**src/rtl/gpio_led_sw_btn_irq_if.sv**
```systemverilog
// IPIF user_logic slot: CE-decoded read/write strobes towards the slave and the
// registered data/ack/error return path.
interface gpio_led_sw_btn_irq_if;
  logic [31:0] Bus2IP_Data;
  logic [3:0]  Bus2IP_BE;
  logic [5:0]  Bus2IP_RdCE;
  logic [5:0]  Bus2IP_WrCE;
  logic [31:0] IP2Bus_Data;
  logic        IP2Bus_RdAck;
  logic        IP2Bus_WrAck;
  logic        IP2Bus_Error;

  modport master (
    output Bus2IP_Data, Bus2IP_BE, Bus2IP_RdCE, Bus2IP_WrCE,
    input  IP2Bus_Data, IP2Bus_RdAck, IP2Bus_WrAck, IP2Bus_Error
  );

  modport slave (
    input  Bus2IP_Data, Bus2IP_BE, Bus2IP_RdCE, Bus2IP_WrCE,
    output IP2Bus_Data, IP2Bus_RdAck, IP2Bus_WrAck, IP2Bus_Error
  );
endinterface

```
**src/rtl/gpio_led_sw_btn_irq.sv**
```systemverilog
// LED/switch/button GPIO slave: byte-enabled LED register with atomic set/clear,
// debounced inputs, per-input change interrupts and a one-ack-per-access handshake.
module gpio_led_sw_btn_irq #(
  parameter int C_NUM_LED         = 8,
  parameter int C_NUM_SW          = 8,
  parameter int C_NUM_BTN         = 5,
  parameter int C_DEBOUNCE_CYCLES = 1000000,
  parameter int C_NUM_REG         = 6,
  parameter int C_SLV_DWIDTH      = 32
) (
  input  logic                  Bus2IP_Clk,
  input  logic                  Bus2IP_Reset,
  gpio_led_sw_btn_irq_if.slave  bus,
  output logic [C_NUM_LED-1:0]  led,
  input  logic [C_NUM_SW-1:0]   sw,
  input  logic [C_NUM_BTN-1:0]  btn,
  output logic                  irq
);

  localparam int N  = C_NUM_SW + C_NUM_BTN;
  localparam int CW = $clog2(C_DEBOUNCE_CYCLES);
  localparam logic [CW-1:0] CNT_MAX = CW'(C_DEBOUNCE_CYCLES - 1);

  // CE bit positions: the MSB selects word offset 0x00
  localparam int CE_LED_DATA  = 5;
  localparam int CE_LED_SET   = 4;
  localparam int CE_LED_CLR   = 3;
  localparam int CE_IN_STATUS = 2;
  localparam int CE_IRQ_PEND  = 1;
  localparam int CE_IRQ_EN    = 0;

  typedef enum logic {ST_IDLE, ST_BUSY} bus_state_e;

  bus_state_e                state_q, state_d;
  logic [C_NUM_REG-1:0]      rd_ce, wr_ce;
  logic [2*C_NUM_REG-1:0]    all_ce;
  logic                      any_ce, start, acc_err, wr_ok, rd_ok;
  logic [C_SLV_DWIDTH-1:0]   be_mask, wdata_m, rdata_d, rdata_q;
  logic                      rd_ack_q, wr_ack_q, err_q;

  logic [C_NUM_LED-1:0]      led_q, led_d;
  logic [N-1:0]              en_q, en_d, pend_q, pend_d, w1c;
  logic                      gie_q, gie_d, irq_q, irq_d;

  logic [N-1:0]              sync1_q, sync2_q, stable_q, stable_d, stable_dly_q;
  logic [CW-1:0]             cnt_q [N];
  logic [CW-1:0]             cnt_d [N];

  logic                      unused_wdata;
  assign unused_wdata = ^wdata_m;

  assign rd_ce   = bus.Bus2IP_RdCE;
  assign wr_ce   = bus.Bus2IP_WrCE;
  assign all_ce  = {rd_ce, wr_ce};
  assign any_ce  = |all_ce;
  assign start   = any_ce && (state_q == ST_IDLE);
  assign acc_err = !$onehot(all_ce) || wr_ce[CE_IN_STATUS];
  assign wr_ok   = start && (|wr_ce) && !acc_err;
  assign rd_ok   = start && (|rd_ce) && !acc_err;

  // Busy holds from the first CE cycle until every CE bit has dropped.
  always_comb begin
    state_d = any_ce ? ST_BUSY : ST_IDLE;
  end

  always_ff @(posedge Bus2IP_Clk) begin
    // NOTE: sequential state is always assigned with <= so every flop samples pre-edge values.
    if (Bus2IP_Reset) state_q <= ST_IDLE;
    else              state_q <= state_d;
  end

  always_comb begin
    // NOTE: every output of this block gets a default first so no path can infer a latch.
    be_mask = '0;
    for (int b = 0; b < C_SLV_DWIDTH / 8; b++) be_mask[8*b +: 8] = {8{bus.Bus2IP_BE[b]}};
    wdata_m = bus.Bus2IP_Data & be_mask;

    led_d = led_q;
    en_d  = en_q;
    gie_d = gie_q;
    w1c   = '0;
    if (wr_ok) begin
      if (wr_ce[CE_LED_DATA]) led_d = (led_q & ~be_mask[C_NUM_LED-1:0]) | wdata_m[C_NUM_LED-1:0];
      if (wr_ce[CE_LED_SET])  led_d = led_q | wdata_m[C_NUM_LED-1:0];
      if (wr_ce[CE_LED_CLR])  led_d = led_q & ~wdata_m[C_NUM_LED-1:0];
      if (wr_ce[CE_IRQ_PEND]) w1c   = wdata_m[N-1:0];
      if (wr_ce[CE_IRQ_EN]) begin
        en_d = (en_q & ~be_mask[N-1:0]) | wdata_m[N-1:0];
        if (bus.Bus2IP_BE[3]) gie_d = wdata_m[C_SLV_DWIDTH-1];
      end
    end

    // A hardware edge in the same cycle as a W1C keeps the bit set.
    pend_d = (pend_q & ~w1c) | (stable_q ^ stable_dly_q);
    irq_d  = gie_q & (|(pend_q & en_q));

    rdata_d = '0;
    if (rd_ok) begin
      if (rd_ce[CE_LED_DATA])  rdata_d = C_SLV_DWIDTH'(led_q);
      if (rd_ce[CE_IN_STATUS]) rdata_d = C_SLV_DWIDTH'(stable_q);
      if (rd_ce[CE_IRQ_PEND])  rdata_d = C_SLV_DWIDTH'(pend_q);
      if (rd_ce[CE_IRQ_EN]) begin
        rdata_d = C_SLV_DWIDTH'(en_q);
        rdata_d[C_SLV_DWIDTH-1] = gie_q;
      end
    end
  end

  // Debounce: accept a new level only after it has differed for C_DEBOUNCE_CYCLES samples.
  always_comb begin
    stable_d = stable_q;
    for (int i = 0; i < N; i++) begin
      cnt_d[i] = '0;
      if (sync2_q[i] != stable_q[i]) begin
        if (cnt_q[i] == CNT_MAX) stable_d[i] = sync2_q[i];
        else                     cnt_d[i]    = cnt_q[i] + CW'(1);
      end
    end
  end

  always_ff @(posedge Bus2IP_Clk) begin
    if (Bus2IP_Reset) begin
      led_q        <= '0;
      en_q         <= '0;
      gie_q        <= 1'b0;
      pend_q       <= '0;
      irq_q        <= 1'b0;
      rdata_q      <= '0;
      rd_ack_q     <= 1'b0;
      wr_ack_q     <= 1'b0;
      err_q        <= 1'b0;
      sync1_q      <= '0;
      sync2_q      <= '0;
      stable_q     <= '0;
      stable_dly_q <= '0;
      // NOTE: the counter array is reset too, so a level held through reset is re-qualified from zero.
      cnt_q        <= '{default: '0};
    end else begin
      led_q        <= led_d;
      en_q         <= en_d;
      gie_q        <= gie_d;
      pend_q       <= pend_d;
      irq_q        <= irq_d;
      rdata_q      <= rdata_d;
      rd_ack_q     <= start && (|rd_ce);
      wr_ack_q     <= start && (|wr_ce);
      err_q        <= start && acc_err;
      sync1_q      <= {btn, sw};
      sync2_q      <= sync1_q;
      stable_q     <= stable_d;
      stable_dly_q <= stable_q;
      cnt_q        <= cnt_d;
    end
  end

  assign bus.IP2Bus_Data  = rdata_q;
  assign bus.IP2Bus_RdAck = rd_ack_q;
  assign bus.IP2Bus_WrAck = wr_ack_q;
  assign bus.IP2Bus_Error = err_q;
  assign led              = led_q;
  assign irq              = irq_q;

endmodule

```
**src/flat_wrapper.sv**
```systemverilog
// flat-port wrapper written by rule: the top's interface ports become plain ports
module gpio_led_sw_btn_irq_flat 
#(
  parameter int C_NUM_LED         = 8,
  parameter int C_NUM_SW          = 8,
  parameter int C_NUM_BTN         = 5,
  parameter int C_DEBOUNCE_CYCLES = 1000000,
  parameter int C_NUM_REG         = 6,
  parameter int C_SLV_DWIDTH      = 32
)
  (Bus2IP_Clk, Bus2IP_Reset, led, sw, btn, irq, bus_Bus2IP_Data, bus_Bus2IP_BE, bus_Bus2IP_RdCE, bus_Bus2IP_WrCE, bus_IP2Bus_Data, bus_IP2Bus_RdAck, bus_IP2Bus_WrAck, bus_IP2Bus_Error);
  gpio_led_sw_btn_irq_if bus_i ();
  input  logic Bus2IP_Clk;
  input  logic Bus2IP_Reset;
  output logic [C_NUM_LED-1:0] led;
  input  logic [C_NUM_SW-1:0] sw;
  input  logic [C_NUM_BTN-1:0] btn;
  output logic irq;
  input wire logic [$bits(bus_i.Bus2IP_Data)-1:0] bus_Bus2IP_Data;
  input wire logic [$bits(bus_i.Bus2IP_BE)-1:0] bus_Bus2IP_BE;
  input wire logic [$bits(bus_i.Bus2IP_RdCE)-1:0] bus_Bus2IP_RdCE;
  input wire logic [$bits(bus_i.Bus2IP_WrCE)-1:0] bus_Bus2IP_WrCE;
  output wire logic [$bits(bus_i.IP2Bus_Data)-1:0] bus_IP2Bus_Data;
  output wire logic [$bits(bus_i.IP2Bus_RdAck)-1:0] bus_IP2Bus_RdAck;
  output wire logic [$bits(bus_i.IP2Bus_WrAck)-1:0] bus_IP2Bus_WrAck;
  output wire logic [$bits(bus_i.IP2Bus_Error)-1:0] bus_IP2Bus_Error;
  assign bus_i.Bus2IP_Data = bus_Bus2IP_Data;
  assign bus_i.Bus2IP_BE = bus_Bus2IP_BE;
  assign bus_i.Bus2IP_RdCE = bus_Bus2IP_RdCE;
  assign bus_i.Bus2IP_WrCE = bus_Bus2IP_WrCE;
  assign bus_IP2Bus_Data = bus_i.IP2Bus_Data;
  assign bus_IP2Bus_RdAck = bus_i.IP2Bus_RdAck;
  assign bus_IP2Bus_WrAck = bus_i.IP2Bus_WrAck;
  assign bus_IP2Bus_Error = bus_i.IP2Bus_Error;
  gpio_led_sw_btn_irq #(.C_NUM_LED(C_NUM_LED), .C_NUM_SW(C_NUM_SW), .C_NUM_BTN(C_NUM_BTN), .C_DEBOUNCE_CYCLES(C_DEBOUNCE_CYCLES), .C_NUM_REG(C_NUM_REG), .C_SLV_DWIDTH(C_SLV_DWIDTH)) u_core (.Bus2IP_Clk(Bus2IP_Clk), .Bus2IP_Reset(Bus2IP_Reset), .bus(bus_i), .led(led), .sw(sw), .btn(btn), .irq(irq));
endmodule
```
**config.mk**
```make
export PLATFORM = sky130hd
export DESIGN_NAME = gpio_led_sw_btn_irq_flat
export DESIGN_NICKNAME = d
export VERILOG_FILES = /design/src/rtl/gpio_led_sw_btn_irq_if.sv /design/src/rtl/gpio_led_sw_btn_irq.sv /design/src/flat_wrapper.sv
export SDC_FILE = /design/constraint.sdc
export NUM_CORES = 1
export LEC_CHECK = 0
export BUFFER_PORTS_ARGS = -buffer_cell sky130_fd_sc_hd__buf_2
export CELL_PAD_IN_SITES_DETAIL_PLACEMENT = 1
export CELL_PAD_IN_SITES_GLOBAL_PLACEMENT = 1
export CORE_MARGIN = 5
export CORE_UTILIZATION = 42
export CTS_CLUSTER_DIAMETER = 50
export DETAILED_ROUTE_END_ITERATION = 8
export PLACE_DENSITY_LB_ADDON = 0.1
export SLEW_MARGIN = 20
export SYNTH_ARGS = -nofsm -noshare
export SYNTH_HDL_FRONTEND = slang
export SYNTH_SLANG_ARGS = --single-unit
```
**constraint.sdc**
```tcl
create_clock -name Bus2IP_Clk -period 4.3 [get_ports Bus2IP_Clk]
set_clock_uncertainty 0.1 [all_clocks]
set_input_delay 0 -clock Bus2IP_Clk [delete_from_list [all_inputs] [get_ports Bus2IP_Clk]]
set_output_delay 0 -clock Bus2IP_Clk [all_outputs]
set_load 0.01 [all_outputs]
```
Yosys cells after proc, flatten, opt, wreduce, memory -nomap -nowiden. Cells that the tools add are included.

Logic and storage cells: 177. Register bits: 384. Bits of input ports: 63. Output and inout bits: 44.

Reduce and logical (&&, ||, !) cells: 45. Bitwise logic cells: 31. Add/sub/neg operators: 24. Mux-type cells: 10. Equality and inequality tests: 27.

Operators by type and width (count): $add A20 B1 Y20 const B (13); $eq A20 B20 Y1 const B (13); $mux W13 (4); $and A13 B13 Y13 (3); $reduce_or A3 Y1 (13); $and A32 B32 Y32 (1); $mux W32 (1); $mux W8 (4); $reduce_and A2 Y1 (15); $not A13 Y13 (2); $or A13 B13 Y13 (2); $add A4 B4 Y4 (5); $and A8 B8 Y8 (2); $not A8 Y8 (2); $or A8 B8 Y8 (2); $not A1 Y1 (15); $ne A1 B1 Y1 (13); $reduce_or A13 Y1 (1); $xor A13 B13 Y13 (1); $add A1 B1 Y2 (6); $reduce_or A12 Y1 (1); $reduce_or A6 Y1 (2); $logic_and A1 B1 Y1 (6); $reduce_or A5 Y1 (1); 8 further kinds (9).

Depth between registers and ports, before layout. Gate-level depths: netlist of the first run.

Word-level depth: 13. Gate-level depth with buffers: 18. Mapped depth without buffers: 15.

Worst setup path after synthesis of the first run. Ideal clock, no wire load.

Path kind: in2reg. Start point: input bus_Bus2IP_RdCE[5]. End point: register u_core.pend_q[0]. Data arrival time: 4.009 ns. Data required time: 4.068 ns. Path slack: 0.059 ns. Path buffers: 3. Stages on the path: 18. Library setup time: 0.132 ns. Path through: clkbuf_1 inv_1 ha_1 inv_1 fa_1 fa_1 inv_1 fa_1 ha_1 inv_1 fa_1 xor2_1 nand4_1 or2_2 buf_2 buf_1 o41ai_1 a21oi_1.

Cells in the longest elaborated chain, start to end: 12. Elaborated cells between the ends (all ways): 15. Classes of those cells: add/sub (3); eq/ne (1); mux (1); bitwise (3); reduce/logical (7).

RTL lines: start, declared (RTL line flat_wrapper.sv:21) `input wire logic [$bits(bus_i.Bus2IP_RdCE)-1:0] bus_Bus2IP_RdCE;`; $add A1 B1 Y2 (implied by the code) (RTL line gpio_led_sw_btn_irq.sv:57) `assign acc_err = !$onehot(all_ce) || wr_ce[CE_IN_STATUS];`; $add A4 B4 Y4 (implied by the code) (2 in a row) (RTL line gpio_led_sw_btn_irq.sv:57); $eq A4 B1 Y1 (RTL line gpio_led_sw_btn_irq.sv:57); $logic_not A1 Y1 (RTL line gpio_led_sw_btn_irq.sv:57); $logic_or A1 B1 Y1 (RTL line gpio_led_sw_btn_irq.sv:57); $logic_not A1 Y1 (RTL line gpio_led_sw_btn_irq.sv:58) `assign wr_ok = start && (|wr_ce) && !acc_err;`; $logic_and A1 B1 Y1 (*) (RTL line gpio_led_sw_btn_irq.sv:58); $mux W13 (*) (RTL line gpio_led_sw_btn_irq.sv:82) `if (wr_ok) begin`; $not A13 Y13 (*) (RTL line gpio_led_sw_btn_irq.sv:94) `pend_d = (pend_q & ~w1c) | (stable_q ^ stable_dly_q);`; $and A13 B13 Y13 (*) (RTL line gpio_led_sw_btn_irq.sv:94); $or A13 B13 Y13 (*) (RTL line gpio_led_sw_btn_irq.sv:94); end signal, assigned (RTL line gpio_led_sw_btn_irq.sv:142) `pend_q <= pend_d;`; end, declared (RTL line gpio_led_sw_btn_irq.sv:42) `logic [N-1:0] en_q, en_d, pend_q, pend_d, w1c;`.

Every way passes the cells marked *; elsewhere a longest branch is shown, timed or not. A chain may end at the register's enable or synchronous reset.

Final worst setup path of the first run.
Start point: input bus_Bus2IP_WrCE[2]. End point: register u_core.gie_q.

Cells in the longest elaborated chain, start to end: 10. Elaborated cells between the ends (all ways): 14. Classes of those cells: add/sub (4); eq/ne (1); reduce/logical (9).

RTL lines: start, declared (RTL line flat_wrapper.sv:22) `input wire logic [$bits(bus_i.Bus2IP_WrCE)-1:0] bus_Bus2IP_WrCE;`; $add A1 B1 Y2 (implied by the code) (RTL line gpio_led_sw_btn_irq.sv:57); $add A4 B4 Y4 (implied by the code) (3 in a row) (RTL line gpio_led_sw_btn_irq.sv:57); $eq A4 B1 Y1 (RTL line gpio_led_sw_btn_irq.sv:57); $logic_not A1 Y1 (RTL line gpio_led_sw_btn_irq.sv:57); $logic_or A1 B1 Y1 (RTL line gpio_led_sw_btn_irq.sv:57); $logic_not A1 Y1 (RTL line gpio_led_sw_btn_irq.sv:58); $logic_and A1 B1 Y1 (*) (RTL line gpio_led_sw_btn_irq.sv:58); $reduce_and A3 Y1 (no source line) (*); end signal, assigned (RTL line gpio_led_sw_btn_irq.sv:141) `gie_q <= gie_d;`; end, declared (RTL line gpio_led_sw_btn_irq.sv:43) `logic gie_q, gie_d, irq_q, irq_d;`.

Marks and branches as above.

==> results of run 1 <==
## registers in the layout, summed over array words and instances, names as in the netlist, 8 cells and up, named ones only
name	count
u_core.sync1_q	13
u_core.led	8
u_core.sync2_q	13
u_core.bus.IP2Bus_Data	14
u_core.stable_q	13
u_core.pend_q	13
u_core.stable_dly_q	13
u_core.cnt_q	260
## layout by cell type, fill, tap and decap left out, types with 6 or more instances in the layout
| master | synthesis | final |
|---|---|---|
| nand2_1 | 121 | 121 |
| nor4_1 | 25 | 23 |
| nor2b_1 | 48 | 48 |
| mux2i_1 | 21 | 21 |
| or3_1 | 8 | 8 |
| nand3b_1 | 16 | 16 |
| and2_1 | 9 | 9 |
| inv_1 | 49 | 49 |
| ha_1 | 29 | 27 |
| nand3_1 | 122 | 122 |
| clkinv_2 | 0 | 6 |
| fa_1 | 7 | 6 |
| clkbuf_16 | 0 | 48 |
| dfxtp_1 | 366 | 366 |
| o31ai_1 | 14 | 14 |
| buf_2 | 11 | 68 |
| nand2b_1 | 20 | 20 |
| xnor2_1 | 111 | 111 |
| a21oi_1 | 42 | 39 |
| nor3_1 | 36 | 36 |
| o21ai_0 | 12 | 12 |
| xor2_1 | 148 | 148 |
| nor4b_1 | 17 | 17 |
| and3_1 | 44 | 44 |
| clkinvlp_4 | 0 | 6 |
| dlygate4sd3_1 | 0 | 68 |
| buf_4 | 18 | 16 |
| clkbuf_8 | 0 | 8 |
| nor2_1 | 317 | 317 |
| conb_1 | 1 | 18 |
| and4_1 | 32 | 32 |
| nand4_1 | 43 | 43 |
## synthesized netlist by cell type, types with 2 or more instances
cell type	n
a21oi_1	42
o41ai_1	5
nor4bb_1	3
nor4_1	25
nor4b_1	17
nand3b_1	16
nor2_1	317
a221o_1	3
nand2b_1	20
buf_2	11
xor2_1	148
a211o_1	5
o31ai_1	14
nor3_1	36
fa_1	7
a22oi_1	2
mux2i_1	21
inv_1	49
and2_1	9
nand3_1	122
dfxtp_1	366
or2_2	6
nand2_1	121
or4_1	5
o21ai_0	12
a211oi_1	3
and3b_1	3
buf_4	18
and3_1	44
nand4_1	43
a221oi_1	2
and4_1	32
xnor2_1	111
ha_1	29
or3_1	8
a31oi_1	2
buf_1	5
nor2b_1	48
clkbuf_1	35
## through the flow
step	total power, W	std cells
floorplan	0.00380	1796
global placement	0.00391	2320
detailed placement	0.00393	2320
CTS	0.00795	2477
global route	0.00817	2476
finish	0.00784	2476
## cell type report
type,instances,share of cell area [%]
multi-input combinational,1311,42.7
sequential,366,38.5
clock buffer,60,6.97
timing repair buffer,155,6.19
tap,511,3.36
clock inverter,24,1.34
inverter,49,0.967
## routing by layer
metal  vias up  share of wire (%)  global-route usage (%)
met4         0                1.8                    4.52
met1      5912                 47                    24.1
met3        49                4.1                    3.98
met5         -                  0                       0
met2       135                 47                    30.8
li1       6274                  -                       -
## power breakdown
| part | leakage, nW | switching (W) | internal, W |
|---|---|---|---|
| Sequential | 2.95 | 0.0000176 | 0.00342 |
| Clock | 0.764 | 0.00155 | 0.00238 |
| Combinational | 3.06 | 0.000283 | 0.000191 |
| Total | 6.77 | 0.00185 | 0.00599 |
## kinds of logic after synthesis
kind of cell               count (synthesis)
muxes                                     21
DFF                                      366
adders and majority gates                 36
and+or+nand+nor                          880
buffers and inverters                    119
xor gates and xnor gates                 259
AOI/OAI and AO/OA                         97
other                                      1
## how the worst max path moves through the flow
stage / startpoint / end / slack (ps) / cells past startpoint
after floorplan: bus_Bus2IP_RdCE[5] / u_core.pend_q[0] / 60 / 18
after global placement: bus_Bus2IP_RdCE[5] / u_core.pend_q[4] / 100 / 17
after detailed placement: bus_Bus2IP_RdCE[5] / u_core.led[6] / -80 / 17
after CTS: bus_Bus2IP_WrCE[2] / u_core.gie_q / 6 / 16
after global routing: bus_Bus2IP_RdCE[4] / flop / 30 / 17
final: bus_Bus2IP_WrCE[2] / u_core.gie_q / 260 / 15
## repair_timing
action	CTS	global route
hold endpoints to repair	93	0
endpoints found under the setup margin	0	15
buffers inserted	0	2
gates resized for setup	0	11
hold buffers	73	0
## worst max-delay path: cells and delay by family
kind | cells | cell delay [ps]
buffers and inverters | 6 | 1430
and+or+nand+nor | 3 | 940
adders and majority gates | 5 | 1890
AOI/OAI and AO/OA | 1 | 160
==> qor.csv, run 1 <==
stage;metric;value;unit
die;io_pins;107;
setup_path;ff2ff_setup_slack;1830;ps
cts;cts.sinks;366;
yosys;async_flop_share;0;%
global_route;grt_max_degree;67;
hold_path;min_path_type;in -> reg;
global_route;overflow;0;
yosys;synthSimpleGateAreaFrac;27.7;%
final_layout;n_fill_cell;4319;
setup_path;path_max_fanout;5;
global_route;antenna_found_initial;0;
yosys;synth_edf_count;0;
die;core;37500;um^2
sta;rsz0062_at_grt;no;
yosys;synth_area_per_cell;8.92;um^2
yosys;netlist_area;15900;um^2
yosys;synthAdderAreaFrac;3.17;%
setup_path;r2r-end;u_core.cnt_q[9];
cts;cts_tree;done;
final_layout;final_area;19000;um^2
placed_design;port_buffers;69;
final_layout;final_util;50.8;%
cts;clk_latency;570;ps
yosys;synthXorXnorAreaFrac;14.3;%
setup_path;slowest_stage;dlygate4sd3_1;
placed_design;dp_hpwl;26500;um
final_layout;layout.nets;2029;
yosys;synth_ff_type;dfxtp_1;
die;fp.dieH;204;um
yosys;yosys_warnings;0;
setup_path;path_cells;dlygate4sd3_1, buf_2, ha_4, inv_1, fa_1, inv_1, fa_1, ha_2, inv_1, fa_2, nand4_1, or2_4, or4b_1, dlygate4sd3_1, a21oi_1;
setup_path;ff2ff_path_depth;5;
setup_path;endpoint_kind;flop;
global_route;grt_first_pass_wirelength;64200;um
setup_path;path_common_cell;inv_1;
routing;first_pass_iters;4;
cts;clk_pin_slew;60;ps
sta;maxSlewViolCount;0;
sta;worst_pin_slew;1050;ps
final_layout;multiInputGateArea;8120;um^2
global_route;gr-usage-all-layers;18.3;%
setup_path;cpPeakStageDelay;570;ps
sta;whs;-36.0;ps
flow_run;drv_cap;0;
routing;drt_wl_total;38300;um
power_and_ir_drop;power.density;412;nW/um^2
setup_path;worstSetupPathType;in -> reg;
final_layout;drive_above_1_share;9.36;%
outcome;status;finished with violations;
power_and_ir_drop;leakagePower;6.77;nW
placed_design;dp_slack;-77.2;ps
final_layout;regArea;7330;um^2
yosys;synth_cells;1779;
routing;drc;0;
routing;wl_per_cell;15.5;um
sta;slew_headroom;29.7;%
sta;period_minus_slack;4040;ps
final_layout;area_growth;19.9;%
global_route;grt_pass1_vias;12800;
sta;setup_slack;259;ps
cts;htreeDepth;2;
sta;setup_viol;0;
die;fp-row-count;71;
setup_path;regToRegStartpoint;u_core.cnt_q[2];
yosys;yosys.area.top_type_share;46.2;%
yosys;synthMuxAreaShare;1.32;%
routing;ant_nets;0;
routing;drt_iter0_markers;439;
yosys;synth_seq_cells;366;
placed_design;gp_congestion;0.792;
power_and_ir_drop;peakVddDrop;280;uV
yosys;ys_types;53;
cts;cts_buffers;47;
setup_path;cp.required;4680;ps
outcome;violations;negative hold slack;
sta;tns;0;ps
yosys;synth_top_area_cell;dfxtp_1;
placed_design;dpl-instance-area;16700;um^2
setup_path;arrival;4420;ps
hold_path;hp-start;bus_Bus2IP_WrCE[0];
yosys;synth_compound_area_share;3.92;%
setup_path;critPathLaunchType;primary input;
die;fp.dieArea;41800;um^2
routing;vias;12400;
die;die_x;204;um
sta;fmaxAchievable;247;MHz
final_layout;diodes;0;
routing;routed_via_density;5.00;
yosys;synth_top_family_by_area;simple AND/OR/NAND/NOR gates;
cts;root_buffer;clkbuf_16;
cts;clk_path_buf_depth;3;
hold_path;min_path_cells;4;
die;start_util;42.3;%
yosys;synth.top_cells.by_area;dfxtp_1, xor2_1, nor2_1;
sta;finalCritPeriodShare;94.0;%
yosys;yosysSeqAreaShare;46.2;%
sta;hold_viol;1;
Note: power is estimated with default switching activity, not from simulation.
==> inputs of run 2 (changes only) <==
--- a/config.mk
+++ b/config.mk
@@ -5,13 +5,13 @@
 export SDC_FILE = /design/constraint.sdc
 export NUM_CORES = 1
 export LEC_CHECK = 0
-export BUFFER_PORTS_ARGS = -buffer_cell sky130_fd_sc_hd__buf_2
 export CELL_PAD_IN_SITES_DETAIL_PLACEMENT = 1
 export CELL_PAD_IN_SITES_GLOBAL_PLACEMENT = 1
 export CORE_MARGIN = 5
-export CORE_UTILIZATION = 42
+export CORE_UTILIZATION = 40
 export CTS_CLUSTER_DIAMETER = 50
 export DETAILED_ROUTE_END_ITERATION = 8
+export DONT_BUFFER_PORTS = 1
 export PLACE_DENSITY_LB_ADDON = 0.1
 export SLEW_MARGIN = 20
 export SYNTH_ARGS = -nofsm -noshare
==> constraint.sdc (replaced) <==
create_clock -name Bus2IP_Clk -period 5 [get_ports Bus2IP_Clk]
set_clock_uncertainty 0.1 [all_clocks]
set_input_delay 0 -clock Bus2IP_Clk [delete_from_list [all_inputs] [get_ports Bus2IP_Clk]]
set_output_delay 0 -clock Bus2IP_Clk [all_outputs]
set_load 0.01 [all_outputs]
==> qor.csv, run 2 (synthesis gave the netlist of run 1 again) <==
stage;metric;value;unit;change
placed_design;dpl-instance-area;16300;um^2;was 16700 um^2
placed_design;dp_hpwl;26200;um;was 26500 um
sta;fmaxAchievable;210;MHz;
cts;htreeDepth;2;;unchanged
sta;setup_viol;0;;unchanged
setup_path;endpoint_kind;flop;;unchanged
power_and_ir_drop;power.share.sequential;41.4;%;was 43.8%
routing;ant_nets;0;;unchanged
cts;cts.sinks;366;;unchanged
die;fp.dieArea;43800;um^2;was 41800 um^2
hold_path;min_path_type;in -> reg;;unchanged
die;fp-row-count;73;;was 71
power_and_ir_drop;switching_share;22.5;%;was 23.6%
setup_path;critPathLaunchType;primary input;;unchanged
sta;period_minus_slack;4750;ps;
final_layout;n_fill_cell;4537;;was 4319
final_layout;layout.nets;1966;;was 2029
power_and_ir_drop;leakagePower;6.57;nW;was 6.77 nW
sta;worst_pin_slew;1120;ps;was 1050 ps
final_layout;final_cell_mix;dfxtp_1, nor2_1, xor2_1;;unchanged
flow_run;drv_cap;0;;unchanged
global_route;antenna_found_initial;3;;was 0
placed_design;dp_slack;551;ps;was -77.2 ps
sta;tns;0;ps;unchanged
power_and_ir_drop;power.density;377;nW/um^2;was 412 nW/um^2
die;start_util;40.2;%;was 42.3%
outcome;status;finished, final reports clean;;was finished with violations
final_layout;drive_above_1_share;5.30;%;was 9.36%
routing;vias;12300;;was 12400
cts;cts_buffers;48;;was 47
cts;cts_tree;done;;unchanged
cts;clk_pin_slew;60;ps;about the same
final_layout;final_area;19000;um^2;about the same
routing;wl_per_cell;16.2;um;was 15.5 um
final_layout;largest_register;u_core.cnt_q;;unchanged
setup_path;cp.required;5400;ps;was 4680 ps
setup_path;worstSetupPathType;in -> reg;;unchanged
final_layout;area_growth;19.5;%;was 19.9%
sta;setup_slack;249;ps;was 259 ps
global_route;gr-usage-all-layers;17.6;%;was 18.3%
sta;hold_viol;0;;was 1
global_route;grt_first_pass_wirelength;64300;um;was 64200 um
final_layout;final_common_cell;dfxtp_1;;unchanged
sta;rsz0062_at_grt;no;;unchanged
die;die_x;209;um;was 204 um
routing;first_pass_iters;4;;unchanged
sta;maxSlewViolCount;0;;unchanged
die;core;39500;um^2;was 37500 um^2
cts;root_buffer;clkbuf_16;;unchanged
final_layout;final_util;48.1;%;was 50.8%
global_route;grt_pass1_vias;12500;;was 12800
routing;drt_wl_total;39400;um;was 38300 um
placed_design;port_buffers;0;;was 69
sta;finalCritPeriodShare;95.0;%;
placed_design;gp_congestion;0.776;;was 0.792
setup_path;arrival;5150;ps;was 4420 ps
die;fp.dieH;209;um;was 204 um
global_route;overflow;0;;unchanged
routing;drt_iter0_markers;441;;was 439
setup_path;path_max_fanout;14;;was 5
power_and_ir_drop;p_int;0.00554;W;was 0.00599 W
routing;drc;0;;unchanged
power_and_ir_drop;peakVddDrop;254;uV;was 280 uV
cts;clk_path_buf_depth;3;;unchanged
routing;routed_via_density;5.07;;was 5.00
sta;slew_headroom;24.7;%;was 29.7%
sta;whs;7.59;ps;was -36.0 ps
cts;clk_latency;580;ps;was 570 ps
die;io_pins;107;;unchanged
power_and_ir_drop;clkPwrFrac;53.4;%;was 50.1%
power_and_ir_drop;pwr-share-comb;5.2;%;was 6.0%
global_route;grt_max_degree;104;;was 67
power_and_ir_drop;power.switching;0.00161;W;was 0.00185 W
final_layout;largest_reg_flops;260;;unchanged
## run 2: critical path, cell delays in order
cell and delay (ps):
inv_1 80, ha_1 350, inv_1 70, fa_1 470, fa_1 520, inv_1 60
fa_1 510, ha_1 160, inv_1 50, fa_1 370, xor2_1 160, nand4_1 190
or2_4 380, or4b_1 500, dlygate4sd3_1 570, a21oi_1 140, dlygate4sd3_1 560
## run 2: layout make-up
| cell class | count | area [um^2] | area share, % |
|---|---|---|---|
| well taps | 525 | 657 | 3.46 |
| inverters | 49 | 184 | 0.970 |
| flip-flops and latches | 366 | 7330 | 38.6 |
| diodes | 1 | 2.50 | 0.0132 |
| multi-input cells | 1311 | 8080 | 42.6 |
| clock inverters | 27 | 437 | 2.30 |
| clock buffers | 61 | 1360 | 7.18 |
| repair buffers | 91 | 918 | 4.84 |
## run 2: repair_timing
action | 4_1_cts | 5_1_grt
hold buffers | 87 | 0
setup buffers | 0 | 0
setup endpoints to repair | 0 | 1
endpoints found under the hold margin | 207 | 0
gates resized for setup | 0 | 1
## run 2: worst paths after layout
check | start | endpoint | slack [ps] | depth (start not counted)
max reg2reg | u_core.state_q | u_core.gie_q | 2140 | 6
max | bus_Bus2IP_RdCE[0] | u_core.gie_q | 250 | 17
min | Bus2IP_Reset | u_core.cnt_q[241] | 8 | 2
min reg2reg | u_core.sync1_q[5] | u_core.sync2_q[5] | 340 | 1
## run 2: power by group through the flow
stage                     Clock (W)  Sequential (W)  Combinational [W]
after floorplan                   0         0.00302           0.000250
after detailed placement          0         0.00303           0.000294
after global placement            0         0.00303           0.000281
after global routing        0.00406         0.00296           0.000414
after CTS                   0.00394         0.00296           0.000371
final                       0.00382         0.00296           0.000373
## run 2: metal layers
layer	wire length (um)	vias up	global-route usage (%)
met3	1870	61	4.10
met4	941	2	5.78
met5	7	-	0
met2	17700	152	28.4
li1	-	6154	-
met1	18900	5959	23.3
## run 2: stage by stage
step / power [W] / std cells
after detailed placement: 0.00332 / 2255
after global placement: 0.00331 / 2255
after floorplan: 0.00327 / 1796
final: 0.00715 / 2431
after CTS: 0.00727 / 2430
after global routing: 0.00743 / 2431
==> inputs of run 3 (changes only) <==
--- a/config.mk
+++ b/config.mk
@@ -5,10 +5,12 @@
 export SDC_FILE = /design/constraint.sdc
 export NUM_CORES = 1
 export LEC_CHECK = 0
+export ABC_AREA = 1
 export CELL_PAD_IN_SITES_DETAIL_PLACEMENT = 1
 export CELL_PAD_IN_SITES_GLOBAL_PLACEMENT = 1
 export CORE_MARGIN = 5
 export CORE_UTILIZATION = 40
+export CTS_BUF_LIST = sky130_fd_sc_hd__clkbuf_4 sky130_fd_sc_hd__clkbuf_8
 export CTS_CLUSTER_DIAMETER = 50
 export DETAILED_ROUTE_END_ITERATION = 8
 export DONT_BUFFER_PORTS = 1
==> qor.csv, run 3 <==
stage;metric;value;unit;change
final_layout;final_cell_mix;nand2_1, nor2_1, dfxtp_1;;was dfxtp_1, nor2_1, xor2_1
sta;fmaxAchievable;208;MHz;was 210 MHz
yosys;synth_edf_count;0;;unchanged
setup_path;path_max_fanout;19;;was 14
sta;setup_viol;0;;unchanged
placed_design;port_buffers;0;;unchanged
global_route;overflow;0;;unchanged
routing;wl_met3;1840;um;was 1870 um
cts;clk_path_buf_depth;3;;unchanged
cts;root_buffer;clkbuf_8;;was clkbuf_16
final_layout;drive_above_1_share;8.16;%;was 5.30%
yosys;synth_most_common_cell;nand2_1;;was dfxtp_1
routing;first_pass_iters;5;;was 4
yosys;yosysSeqAreaShare;40.6;%;was 46.2%
routing;drt_iter0_markers;643;;was 441
routing;drt_wl_total;50400;um;was 39400 um
routing;vias;16600;;was 12300
global_route;grt_max_degree;66;;was 104
yosys;synth_top_area_cell;dfxtp_1;;unchanged
setup_path;arrival;5210;ps;was 5150 ps
routing;drt-met1-wl;23300;um;was 18900 um
sta;rsz0062_at_grt;no;;unchanged
final_layout;final_common_cell;nand2_1;;was dfxtp_1
setup_path;worstSetupPathType;in -> reg;;unchanged
routing;routed.top_layer;met5;;unchanged
routing;wl_per_cell;15.2;um;was 16.2 um
cts;htreeDepth;3;;was 2
sta;worst_pin_slew;1100;ps;was 1120 ps
setup_path;cpPeakStageDelay;800;ps;was 570 ps
global_route;grt_first_pass_wirelength;84200;um;was 64300 um
routing;routed_via_density;5.00;;was 5.07
yosys;synth_common_cells;nand2_1, nor2_1, dfxtp_1, inv_1, a21oi_1;;was dfxtp_1, nor2_1, xor2_1, nand3_1, nand2_1
cts;cts_setup_buffers;0;;unchanged
global_route;grt_pass1_vias;17200;;was 12500
yosys;yosys.area.top_type_share;40.6;%;was 46.2%
final_layout;largest_register;u_core.cnt_q;;unchanged
die;fp.dieArea;49400;um^2;was 43800 um^2
global_route;gr-usage-all-layers;20.2;%;was 17.6%
yosys;synth_cells;2556;;was 1779
sta;tns;0;ps;unchanged
sta;finalCritPeriodShare;96.3;%;was 95.0%
setup_path;critPathLaunchType;primary input;;unchanged
yosys;yosys_warnings;0;;unchanged
yosys;ys_types;54;;was 53
placed_design;gp_congestion;0.812;;was 0.776
die;start_util;40.6;%;was 40.2%
setup_path;slowest_stage;dlygate4sd3_1;;unchanged
die;fp.dieH;222;um;was 209 um
flow_run;drv_cap;0;;unchanged
cts;clk_latency;630;ps;was 580 ps
outcome;status;finished, final reports clean;;unchanged
sta;slew_headroom;26.1;%;was 24.7%
hold_path;min_path_type;in -> reg;;unchanged
die;fp-row-count;77;;was 73
routing;wl_met2;23900;um;was 17700 um
sta;period_minus_slack;4810;ps;was 4750 ps
sta;hold_viol;0;;unchanged
placed_design;dp_hpwl;36000;um;was 26200 um
power_and_ir_drop;peakVddDrop;179;uV;was 254 uV
final_layout;layout.nets;2771;;was 1966
sta;maxSlewViolCount;0;;unchanged
yosys;synth_ff_type;dfxtp_1;;unchanged
power_and_ir_drop;leakagePower;7.60;nW;was 6.57 nW
yosys;synth_area_per_cell;7.05;um^2;was 8.92 um^2
global_route;antenna_found_initial;4;;was 3
yosys;netlist_area;18000;um^2;was 15900 um^2
final_layout;final_util;47.1;%;was 48.1%
cts;cts_tree;done;;unchanged
power_and_ir_drop;power.density;313;nW/um^2;was 377 nW/um^2
die;core;44400;um^2;was 39500 um^2
setup_path;cp.required;5400;ps;about the same
final_layout;area_growth;15.9;%;was 19.5%
placed_design;dp_slack;657;ps;was 551 ps
cts;cts.sinks;366;;unchanged
final_layout;largest_reg_flops;260;;unchanged
yosys;synth_seq_cells;366;;unchanged
cts;clk_pin_slew;60;ps;about the same
setup_path;endpoint_kind;flop;;unchanged
die;io_pins;107;;unchanged
yosys;synth.top_cells.by_area;dfxtp_1, nand2_1, nor2_1;;was dfxtp_1, xor2_1, nor2_1
routing;drc;0;;unchanged
yosys;async_flop_share;0;%;unchanged
setup_path;path_cells;dlygate4sd3_1, inv_1, ha_1, inv_1, fa_1, fa_1, inv_1, fa_1, ha_1, inv_1, fa_1, nand3_1, nor2_4, nand3_4, nor2_8, nand2_1, dlygate4sd3_1, nand2_1, a21oi_1;;was inv_1, ha_1, inv_1, fa_1, fa_1, inv_1, fa_1, ha_1, inv_1, fa_1, xor2_1, nand4_1, or2_4, or4b_1, dlygate4sd3_1, a21oi_1, dlygate4sd3_1
die;die_x;222;um;was 209 um
sta;setup_slack;185;ps;was 249 ps
routing;ant_nets;0;;unchanged
cts;cts_buffers;70;;was 48
-- run 3: cell count changes after synthesis, sizes merged, moves of 22 or more --
cell   previous run  this run
xnor2           111        33
a21oi            43       154
xor2            148        49
nand4            43        89
or2               6        30
nand2           121       536
and4             32         0
and3             44         7
buf              35        57
inv              49       355
nor3             37       134
nor2            317       439
nor2b            48         0
-- run 3: power by group --
part,switching [W],internal [W],leakage (nW)
Clock,0.00128,0.00187,0.791
Sequential,0.0000244,0.00294,2.95
Combinational,0.000264,0.000151,3.86
-- run 3: logic make-up after synthesis --
family                     share of synthesized area (%)
DFF                                                 40.6
xor gates and xnor gates                            3.98
and+or+nand+nor                                     35.4
buffers and inverters                               9.87
other                                             0.0208
AOI/OAI and AO/OA                                   7.29
adders and majority gates                           2.79
-- run 3: per-layer routing --
metal / track usage (%) / up-vias
met5: 0 / -
met4: 5.69 / 4
met3: 4.30 / 90
met2: 34.9 / 212
met1: 25.4 / 7895
li1: - / 8366
-- run 3: cell type report --
| cell class | instances | area, um^2 |
|---|---|---|
| inverters | 356 | 1340 |
| well taps | 592 | 741 |
| clock buffers | 107 | 1350 |
| repair buffers | 97 | 991 |
| flip-flops and latches | 366 | 7330 |
| diodes | 2 | 5.00 |
| clock inverters | 12 | 144 |
| multi-input cells | 1781 | 9000 |
| fillers | 5688 | 23500 |
-- run 3: worst paths after layout --
| path | start | end | slack [ps] | cells past startpoint |
|---|---|---|---|---|
| max | bus_Bus2IP_RdCE[2] | u_core.pend_q[0] | 190 | 19 |
| min | bus_Bus2IP_RdCE[1] | u_core.bus.IP2Bus_Data[12] | 140 | 3 |
| max reg2reg | u_core.cnt_q[0] | u_core.cnt_q[18] | 2610 | 8 |
| min reg2reg | u_core.sync1_q[11] | u_core.sync2_q[11] | 300 | 2 |
-- run 3: worst max-delay path: cells and delay by family --
kind,cells,cell delay [ps]
AND/OR/NAND/NOR,6,960
AO/OA/AOI/OAI,1,60
adder cells (fa/ha/maj),6,2510
buffers and inverters,6,1670
-- run 3: stage by stage --
step                total power (W)  hold WS, ps  instances  area [um^2]
finish                      0.00654          136       3313        20900
CTS                         0.00665         79.5       3310        20900
global placement            0.00333        -16.3       3098        18400
detailed placement          0.00335        -15.2       3098        18400
floorplan                   0.00330         6.97       2573        18100
global route                0.00685          115       3312        20900
-- run 3: what timing repair did --
action                                  in CTS  in global routing
endpoints found under the hold margin       98                  0
hold buffers                                93                  0
endpoints found under the setup margin       0                 13
gates resized for setup                      0                  1
